$ cat config.mk
export PLATFORM = sky130hd
export DESIGN_NAME = count_seq_monitor
export DESIGN_NICKNAME = d
export VERILOG_FILES = /design/src/rtl/count_seq_monitor.sv
export SDC_FILE = /design/constraint.sdc
export NUM_CORES = 1
export LEC_CHECK = 0
export CORE_MARGIN = 1
export CORE_UTILIZATION = 40
export DETAILED_ROUTE_END_ITERATION = 8
export MAX_ROUTING_LAYER = met4
export PLACE_DENSITY = 0.7
export SKIP_CTS_REPAIR_TIMING = 1
export SYNTH_ARGS = -nofsm -noshare
export SYNTH_HDL_FRONTEND = slang
export SYNTH_SLANG_ARGS = --single-unit
$ cat constraint.sdc
create_clock -name clk -period 2.2 [get_ports clk]
set_input_delay 0.22 -clock clk [delete_from_list [all_inputs] [get_ports clk]]
set_output_delay 0.22 -clock clk [all_outputs]
set_load 0.03 [all_outputs]
$ cat src/rtl/count_seq_monitor.sv
// Sequence-integrity checker for a 3-bit counter stream: tracks lock, mismatch
// and stall faults against a parameterised successor table.
module count_seq_monitor #(
    parameter logic [23:0] SEQ       = 24'o07654321,
    parameter int          LOCK_CNT  = 4,
    parameter int          STALL_MAX = 3,
    parameter int          ERR_W     = 8
) (
    input  logic             clk,
    input  logic             reset,
    input  logic [2:0]       count,
    input  logic             err_clr,
    output logic             locked,
    output logic             fault,
    output logic             err_pulse,
    output logic             stall,
    output logic [ERR_W-1:0] err_cnt,
    output logic [1:0]       state_o
);

    typedef enum logic [1:0] {
        IDLE   = 2'd0,
        SEARCH = 2'd1,
        LOCKED = 2'd2,
        FAULT  = 2'd3
    } state_t;

    localparam logic [3:0]       LOCK_C  = 4'(LOCK_CNT);
    localparam logic [3:0]       STALL_C = 4'(STALL_MAX);
    localparam logic [ERR_W-1:0] ERR_MAX = '1;

    state_t           state_q;
    logic [2:0]       prev_q;
    logic [3:0]       match_q;
    logic [3:0]       stall_q;
    logic [ERR_W-1:0] err_q;
    logic             pulse_q;
    logic             stallOut_q;

    logic [4:0]       seqIdx;
    logic [2:0]       expVal;
    logic             isMatch;
    logic             isHold;
    logic [3:0]       stall_d;
    logic             stallHit;
    logic             errEvent;
    logic [3:0]       match_d;

    // A hold only counts as a fault candidate when the table does not expect it.
    always_comb begin
        seqIdx   = 5'(prev_q) * 5'd3;
        expVal   = SEQ[seqIdx +: 3];
        isMatch  = (count == expVal);
        isHold   = !isMatch && (count == prev_q);
        stall_d  = 4'd0;
        if (isHold) begin
            stall_d = (stall_q == STALL_C) ? stall_q : stall_q + 4'd1;
        end
        stallHit = (stall_d == STALL_C);
        errEvent = !isMatch && !isHold && ((state_q == LOCKED) || (state_q == FAULT));
        match_d  = match_q + 4'd1;
    end

    always_ff @(posedge clk or posedge reset) begin
        if (reset) begin
            state_q    <= IDLE;
            prev_q     <= 3'd0;
            match_q    <= 4'd0;
            stall_q    <= 4'd0;
            err_q      <= '0;
            pulse_q    <= 1'b0;
            stallOut_q <= 1'b0;
        end else begin
            prev_q  <= count;
            pulse_q <= errEvent;

            if (err_clr) begin
                err_q <= '0;
            end else if (errEvent && (err_q != ERR_MAX)) begin
                err_q <= err_q + 1'b1;
            end

            if (state_q == IDLE) begin
                match_q    <= 4'd0;
                stall_q    <= 4'd0;
                stallOut_q <= 1'b0;
                state_q    <= SEARCH;
            end else begin
                stall_q    <= stall_d;
                stallOut_q <= stallHit;
                case (state_q)
                    SEARCH: begin
                        if (isMatch) begin
                            match_q <= match_d;
                            if (match_d >= LOCK_C) begin
                                state_q <= LOCKED;
                            end
                        end else if (!isHold) begin
                            match_q <= 4'd0;
                        end
                    end
                    LOCKED: begin
                        if (errEvent || (isHold && stallHit)) begin
                            state_q <= FAULT;
                        end
                    end
                    FAULT: begin
                        // Recovery credits the matching transition that ended the fault.
                        if (isMatch) begin
                            match_q <= 4'd1;
                            state_q <= (LOCK_C == 4'd1) ? LOCKED : SEARCH;
                        end
                    end
                    default: state_q <= IDLE;
                endcase
            end
        end
    end

    assign locked    = (state_q == LOCKED);
    assign fault     = (state_q == FAULT);
    assign state_o   = state_q;
    assign err_pulse = pulse_q;
    assign stall     = stallOut_q;
    assign err_cnt   = err_q;

endmodule

Word-level counts from Yosys, hierarchy flattened --
Cells that the tools add are included.
Cells by class: multiplexer cells 17, multiply operators 1, reductions and logical operators 14, order comparisons 1, shift-type cells 1, add/subtract/negate cells 3, eq/ne operators 13
Operators by type and width (number):
- 4-bit 2-to-1 mux | 7
- 24-bit by 6-bit indexed part select with 3-bit output, first input constant | 1
- 8-bit 2-to-1 mux | 2
- 2-bit 2-to-1 mux | 5
- 4-bit by 1-bit adder with 4-bit output, second input constant | 2
- 8-bit by 1-bit adder with 8-bit output, second input constant | 1
- 4-bit by 2-bit == test with 1-bit output, second input constant | 2
- 8-bit inequality test, second input constant | 1
- 4-bit one-hot mux with 2 select lines | 1
- 3-bit == test | 2
- 3-bit by 1-bit inequality test with 1-bit output, second input constant | 2
- 3-bit inequality test, second input constant | 2
- 2-bit one-hot mux with 3 select lines | 1
- 1-bit logical AND | 5
- 3-bit by 2-bit multiplier with 5-bit output, second input constant | 1
- 2-bit == test, second input constant | 2
- 4-bit by 3-bit >= comparator with 1-bit output, second input constant | 1
- 4-bit inequality test, second input constant | 1
- 4-bit AND reduction | 1
- 3-bit AND reduction | 1
- 3-bit nonzero test | 1
- 2-bit by 1-bit == test with 1-bit output, second input constant | 1
- 1-bit zero test | 2
- 2-bit zero test | 1
- 3 further kinds | 4
Word-level totals: output and inout port bits 14, input bits 6, register bits after elaboration 23, word-level logic and storage cells 57

Longest topological paths before layout --
Gate-level depths: netlist of the first run.
depth after elaboration 12, depth in mapped cells 9, gate-level depth less buffers 8

Worst setup path after synthesis of the first run --
OpenSTA, ideal clock, no wires.
path type register to register, start reg state_q[0] (netlist: state_o[0]), end reg err_q[6] (netlist: err_cnt[6]), path buffers 0, cell stages (with the launch flop) 8, period minus slack after synthesis 2.174 ns, required time 2.101 ns, data arrival time 2.075 ns, slack 0.026 ns, cells stage by stage dfrtp_1 -> inv_1 -> ha_1 -> inv_1 -> a21oi_1 -> and2_2 -> a21oi_1 -> a311oi_1
On the way: cells in the longest elaborated chain, start to end 5
Ends and longest elaborated chain:
- start: declaration | RTL line 32 | state_t state_q;
- start signal: assignment | RTL line 111 | state_q <= (LOCK_C == 4'd1) ? LOCKED : SEARCH;
- 2-bit == test
- via locked | RTL line 13 | output logic locked,
- 1-bit logical OR | RTL line 60 | errEvent = !isMatch && !isHold && ((state_q == LOCKED) || (state_q == FAULT));
- 1-bit logical AND | RTL line 60
- via errEvent | RTL line 46 | logic errEvent;
- 1-bit logical AND | RTL line 79 | end else if (errEvent && (err_q != ERR_MAX)) begin
- 2-bit nonzero test (no line)
- end signal: assignment | RTL line 80 | err_q <= err_q + 1'b1;
- end: declaration | RTL line 36 | logic [ERR_W-1:0] err_q;
The timed path passes the listed nets, and every way through them passes these cells. A chain may end at the register's enable or synchronous reset.

Worst setup path after layout of the first run --
start reg prev_q[0], end reg match_q[2]
On the way: cells in the longest elaborated chain, start to end 7
Ends and longest elaborated chain:
- start: declaration | RTL line 33 | logic [2:0] prev_q;
- start signal: assignment | RTL line 74 | prev_q <= count;
- 3-bit by 2-bit multiplier with 5-bit output | RTL line 51 | seqIdx = 5'(prev_q) * 5'd3;
- 24-bit by 6-bit indexed part select with 3-bit output | RTL line 52 | expVal = SEQ[seqIdx +: 3];
- 3-bit == test | RTL line 53 | isMatch = (count == expVal);
- 1-bit zero test | RTL line 54 | isHold = !isMatch && (count == prev_q);
- 1-bit logical AND | RTL line 54
- 4-bit inequality test (no line)
- 3-bit AND reduction (no line)
- end signal: assignment | RTL line 94 | match_q <= match_d;
- end: declaration | RTL line 34 | logic [3:0] match_q;
Several ways; a longest one is shown, not always the timed one.

==> results.yml, run 1 <==
worst_hold_path:
  hp-class: "in -> async"
setup_path:
  criticalPathCategory: "reg -> reg"
  worst-endpoint-required_ns: 2.42
  regToRegSetupSlack_ns: 0.002
  rr_endpoint: "match_q[2]$_DFFE_PP0P_"
  end_kind: "flip-flop"
  r2r_cells: 7
  critPathLaunchType: "flip-flop"
  crit_fanout: 10
  timing.rr.start: "prev_q[0]$_DFF_PP0_"
  cp.arrival_ns: 2.42
global_routing:
  grt.busiest_layer: "met2"
  grt_pass1_wl_um: 4840
  grt_use_total_pct: 17.7
  grt_max_degree: 24
  grt_use_met2_pct: 28.4
  antenna_found_initial: 0
  use_met1_pct: 21.6
  grt_pass1_vias: 1142
  use_met3_pct: 4.35
  gr-total-overflow: 0
routing:
  route.detailed.drc: 0
  routedWlPerCell_um: 13.4
  drt-total-wl_um: 2910
  antenna_left: 0
  vias: 1153
  first_pass_iters: 4
  viasPerCell: 5.31
  drt-initial-drc-count: 64
logic_synthesis:
  synth_xor_area_share_pct: 7.94
  synth-seq-area-share_pct: 40.1
  synth_cell_type_count: 45
  synth-main-ff-cell: "dfrtp_1"
  synth.mux.area_fraction_pct: 4.71
  synth_most_common_cell: "dfrtp_1"
  synthCells: 142
  synth.net_count: 160
  synth_area_per_cell_um2: 10.1
  synth.top_cell.area_share_pct: 40.1
  synth-adder-area-share_pct: 10.5
  ys_warn_count: 0
  synth_area_leader_cell: "dfrtp_1"
  synth_compound_gate_area_share_pct: 11.7
  netlist_area_um2: 1430
  yosys-top-cells-count: "dfrtp_1 (23), nor2_1 (15), ha_1 (12), xor2_1 (12), nand2_1 (9)"
  async_flop_share_pct: 100
  synth_top_family_by_area: "simple AND/OR/NAND/NOR gates"
  synth_area_leaders: "dfrtp_1 (40%), ha_1 (10%), xor2_1 (7.3%)"
  synthSimpleGateAreaFrac_pct: 21.6
  synth_edf_count: 0
  synth_seq_cells: 23
placed_design:
  place_area_um2: 1710
  post-place-ws_ns: -0.0402
  place_hpwl_um: 2060
  place_congestion: 0.795
  dp_cells: 210
  io_buffers: 19
power:
  swShare_pct: 40.9
  p_sw_mw: 0.637
  powerDensity_nw_per_um2: 855
  power.leakage_nw: 0.820
  clkPwrFrac_pct: 12.8
  p_int_mw: 0.921
  p_comb_share_pct: 52.1
  power.total_mw: 1.56
  p_seq_share_pct: 35.1
  ir_drop_uv: 441
sta:
  setup_viol: 0
  skew_ns: 0.00602
  fin_crit_sh_pct: 99.9
  setup_ws_ns: 0.00221
  period_needed_ns: 2.20
  relSlewSlack_pct: 63.6
  rsz0062_at_grt: "true"
  fmax_mhz: 455
  max_slew.worst_pin.slew_ns: 0.546
  hold_viol_final: 0
  drv_slew: 0
clock_network:
  clock_latency_ns: 0.32
  cts-root-buf: "clkbuf_4"
  h-tree-depth: 1
  clock_sinks: 23
  cts_tree: "done"
  cts_buffer_depth: 2
  numCtsBuffers: 3
  path_clk_slew_ns: 0.13
finish:
  final_area_um2: 1820
  layoutNonFillerInstCount: 217
  regArea_um2: 578
  fillers: 275
  antenna_cells: 0
  syn2layout_area_growth_pct: 27.1
  nets: 190
  multiInputGateArea_um2: 861
  drive_gt1_share_pct: 20.5
  final_util_pct: 53.7
run:
  drv_cap: 0
outcome:
  outcome: "complete, no violations"
die:
  rows: 21
  ios: 20
  start_util_pct: 42.3
  coreArea_um2: 3390
  fp.dieW_um: 61.9
  die_h_um: 61.9
  dieArea_um2: 3830
[kinds of logic after synthesis]
group | Yosys count
fa+ha+maj | 12
mux | 6
buf+inv | 11
compound gates | 22
flops | 23
xor+xnor | 13
simple gates | 55
[flip-flops by register name (all words and copies together) (netlist names)]
register	count
match_q	4
state_o	2
err_cnt	8
prev_q	3
stall	1
err_pulse	1
stall_q	4
[metrics by stage]
step | setup TNS [ns] | hold WS (ns)
after floorplan | 0 | 0.222
after global placement | 0 | 0.526
after detailed placement | -0.158 | 0.559
after CTS | -0.284 | 0.229
after global routing | -0.369 | 0.244
final | 0 | 0.230
[worst max path at each step]
| stage | startpoint | to | slack (ns) | depth (start not counted) |
|---|---|---|---|---|
| global route | prev_q[0]$_DFF_PP0_ | state_o[0]$_DFFE_PP0P_ | -0.08 | 8 |
| CTS | prev_q[0]$_DFF_PP0_ | state_o[1]$_DFFE_PP0P_ | -0.05 | 7 |
| detailed placement | prev_q[0]$_DFF_PP0_ | match_q[3]$_DFFE_PP0P_ | -0.04 | 7 |
| global placement | prev_q[0]$_DFF_PP0_ | match_q[2]$_DFFE_PP0P_ | 0.02 | 7 |
| floorplan | state_o[0]$_DFFE_PP0P_ | err_cnt[6]$_DFFE_PP0P_ | 0.03 | 7 |
| finish | prev_q[0]$_DFF_PP0_ | match_q[2]$_DFFE_PP0P_ | 0.002 | 7 |
[area by class of cell]
class / count / share of cell area [%]
Clock buffer: 3 / 1.24
Clock inverter: 1 / 0.275
Inverter: 8 / 1.65
Multi-Input combinational cell: 108 / 47.3
Sequential cell: 23 / 31.7
Tap cell: 46 / 3.16
Timing Repair Buffer: 28 / 14.7
[placed cells by master (no fill, tap or decap), drive strengths merged, types with 2 or more instances in the layout]
cell	count
clkbuf	3
nand3	6
a22o	2
and2	2
buf	9
nor3	4
o21ai	2
o211ai	2
nand2b	2
a21o	2
nand4	4
inv	8
ha	12
clkdlybuf4s50	18
xor2	12
nand2	9
dfrtp	23
mux2i	3
and4	2
nor2	15
a21oi	5
mux2	3
nand4b	2
nor3b	3
and3	2
[power groups by stage]
| stage | Clock (mW) | Combinational, mW | Sequential, mW |
|---|---|---|---|
| floorplan | 0 | 0.447 | 0.628 |
| global placement | 0 | 0.758 | 0.550 |
| detailed placement | 0 | 0.775 | 0.554 |
| CTS | 0.211 | 0.780 | 0.545 |
| global route | 0.227 | 0.890 | 0.558 |
| finish | 0.199 | 0.812 | 0.547 |
[per-layer routing]
layer  vias to the layer above  share of wire [%]  routed length, um
met5                         -                  0                  0
met4                         0               0.41                 12
met3                         2                4.1                118
met2                        28                 52               1510
met1                       564                 43               1260
li1                        559                  -                  -
[critical path: stages, from the launching register on]
cell	delay, ns
dfrtp_2	0.48
ha_4	0.18
nand2b_4	0.13
and3_4	0.16
or4_4	0.57
buf_6	0.17
a21o_1	0.19
a22o_1	0.24
No activity file was read; power rests on OpenSTA's default activity.
==> inputs of run 2 (changes only) <==
- MAX_ROUTING_LAYER: met4 -> default
- PLACE_DENSITY: 0.7 -> default
==> run 2 against run 1 <==
Compared with the run above:
- the flow now finishes with violations (negative setup slack)
- critical path type unchanged
- clock power is essentially flat
- total power grew 0.34%
- worst setup slack lost 0.0055 ns
- critical endpoint is now state_o[1]$_DFFE_PP0P_
- sequential share of layout area shrank 0.37 points
- clock skew shrank 0.00058 ns
- hold slack lost 0.0055 ns
- first-iteration DRC count shrank 39%
- flip-flop and latch count is the same
- wire length grew 0.28%
- cell count grew 1.4%
- combinational power is essentially flat
==> results.yml, run 2 (same netlist as run 1, synthesis figures left out) <==
clock_network:
  cts-root-buf: "clkbuf_4"
  clock_latency_ns: 0.31
  clock_sinks: 23
  path_clk_slew_ns: 0.13
  cts_tree: "done"
  cts_buffer_depth: 2
  h-tree-depth: 1
  numCtsBuffers: 3
setup_path:
  cp.arrival_ns: 2.42
  crit_path_end: "state_o[1]$_DFFE_PP0P_"
  cp.depth: 7
  worst-endpoint-required_ns: 2.41
  critPathLaunchType: "flip-flop"
  slowest_delay_ns: 0.58
  path_cells: "ha_4 > nand2b_4 > and3_4 > or4_4 > a22oi_2 > o211ai_2 > mux2_4"
  end_kind: "flip-flop"
  critical-path-slowest-cell: "or4_4"
  crit_fanout: 5
  regToRegSetupSlack_ns: -0.003
  path_buf_inv: 0
  criticalPathCategory: "reg -> reg"
  r2r_cells: 7
  path_delay_family: "simple AND/OR/NAND/NOR gates"
  worstSetupStartpoint: "prev_q[1]$_DFF_PP0_"
  timing.rr.start: "prev_q[1]$_DFF_PP0_"
  rr_endpoint: "state_o[1]$_DFFE_PP0P_"
sta:
  skew_ns: 0.00544
  rsz0062_at_grt: "true"
  setup_ws_ns: -0.00332
  setup_viol: 1
  period_needed_ns: 2.20
  drv_slew: 0
  fmax_mhz: 454
  fin_crit_sh_pct: 100
  hold_ws_ns: 0.225
  relSlewSlack_pct: 63.7
  max_slew.worst_pin.slew_ns: 0.545
  hold_viol_final: 0
global_routing:
  gr-total-overflow: 0
  grt_use_total_pct: 16.2
  antenna_found_initial: 0
  grt_pass1_vias: 999
  grt_pass1_wl_um: 4460
  grt_max_degree: 24
placed_design:
  io_buffers: 19
  place_congestion: 0.795
  post-place-ws_ns: -0.0646
  place_hpwl_um: 2050
routing:
  route.detailed.drc: 0
  viasPerCell: 5.11
  drt-total-wl_um: 2910
  drt-initial-drc-count: 39
  antenna_left: 0
  first_pass_iters: 3
  vias: 1125
  routedWlPerCell_um: 13.2
die:
  dieArea_um2: 3830
  coreArea_um2: 3390
  rows: 21
  fp.dieW_um: 61.9
  die_h_um: 61.9
  start_util_pct: 42.3
  ios: 20
finish:
  syn2layout_area_growth_pct: 28.5
  drive_gt1_share_pct: 21.3
  final_common_cell: "dfrtp_1"
  multiInputGateArea_um2: 858
  nets: 193
  largest_reg_flops: 8
  final_cell_mix: "dfrtp_1 (21), clkdlybuf4s50_1 (18), nor2_1 (15)"
  antenna_cells: 0
  final_util_pct: 54.4
  regArea_um2: 578
  fillers: 312
run:
  drv_cap: 0
power:
  ir_drop_uv: 316
  powerDensity_nw_per_um2: 848
  power.leakage_nw: 0.837
worst_hold_path:
  hp-class: "in -> async"
outcome:
  violations: "negative setup slack"
  outcome: "complete, but fails checks"
## run 2: worst min-delay path by stage
stage	startpoint	to	slack [ns]	cells past startpoint
after detailed placement	match_q[1]$_DFFE_PP0P_	match_q[1]$_DFFE_PP0P_	0.56	1
after global routing	reset	stall$_DFF_PP0_	0.26	3
after global placement	match_q[1]$_DFFE_PP0P_	match_q[1]$_DFFE_PP0P_	0.53	1
final	reset	stall$_DFF_PP0_	0.22	3
after CTS	reset	stall$_DFF_PP0_	0.23	3
after floorplan	reset	err_cnt[0]$_DFFE_PP0P_	0.22	1
## run 2: area by class of cell
class                      count  area share (%)
clock buffer                   3            1.22
timing repair buffer          31            15.8
clock inverter                 1           0.272
sequential                    23            31.4
inverter                       8            1.63
multi-input combinational    108            46.6
tap                           46            3.12
## run 2: through the flow
stage	instances	TNS (ns)	cell area [um2]	total power, mW
final	220	-0.00332	1840	1.56
after global routing	220	-0.224	1840	1.68
after CTS	214	-0.371	1740	1.54
after detailed placement	210	-0.235	1710	1.34
after global placement	210	0	1710	1.32
after floorplan	142	0	1430	1.07
## run 2: tightest hold or removal path: cells and delay by family
kind	cells	cell delay [ns]
buf+inv	3	0.73
## run 2: power by group
group,switching (mW),internal (mW)
Clock,0.132,0.0680
Sequential,0.0680,0.481
Combinational,0.439,0.376
Total,0.639,0.925
## run 2: per-layer routing
layer  global-route usage, %  wire length, um
met1                    21.1             1380
met2                    26.4             1450
met3                    3.11               40
met4                    6.67               46
met5                       0                0
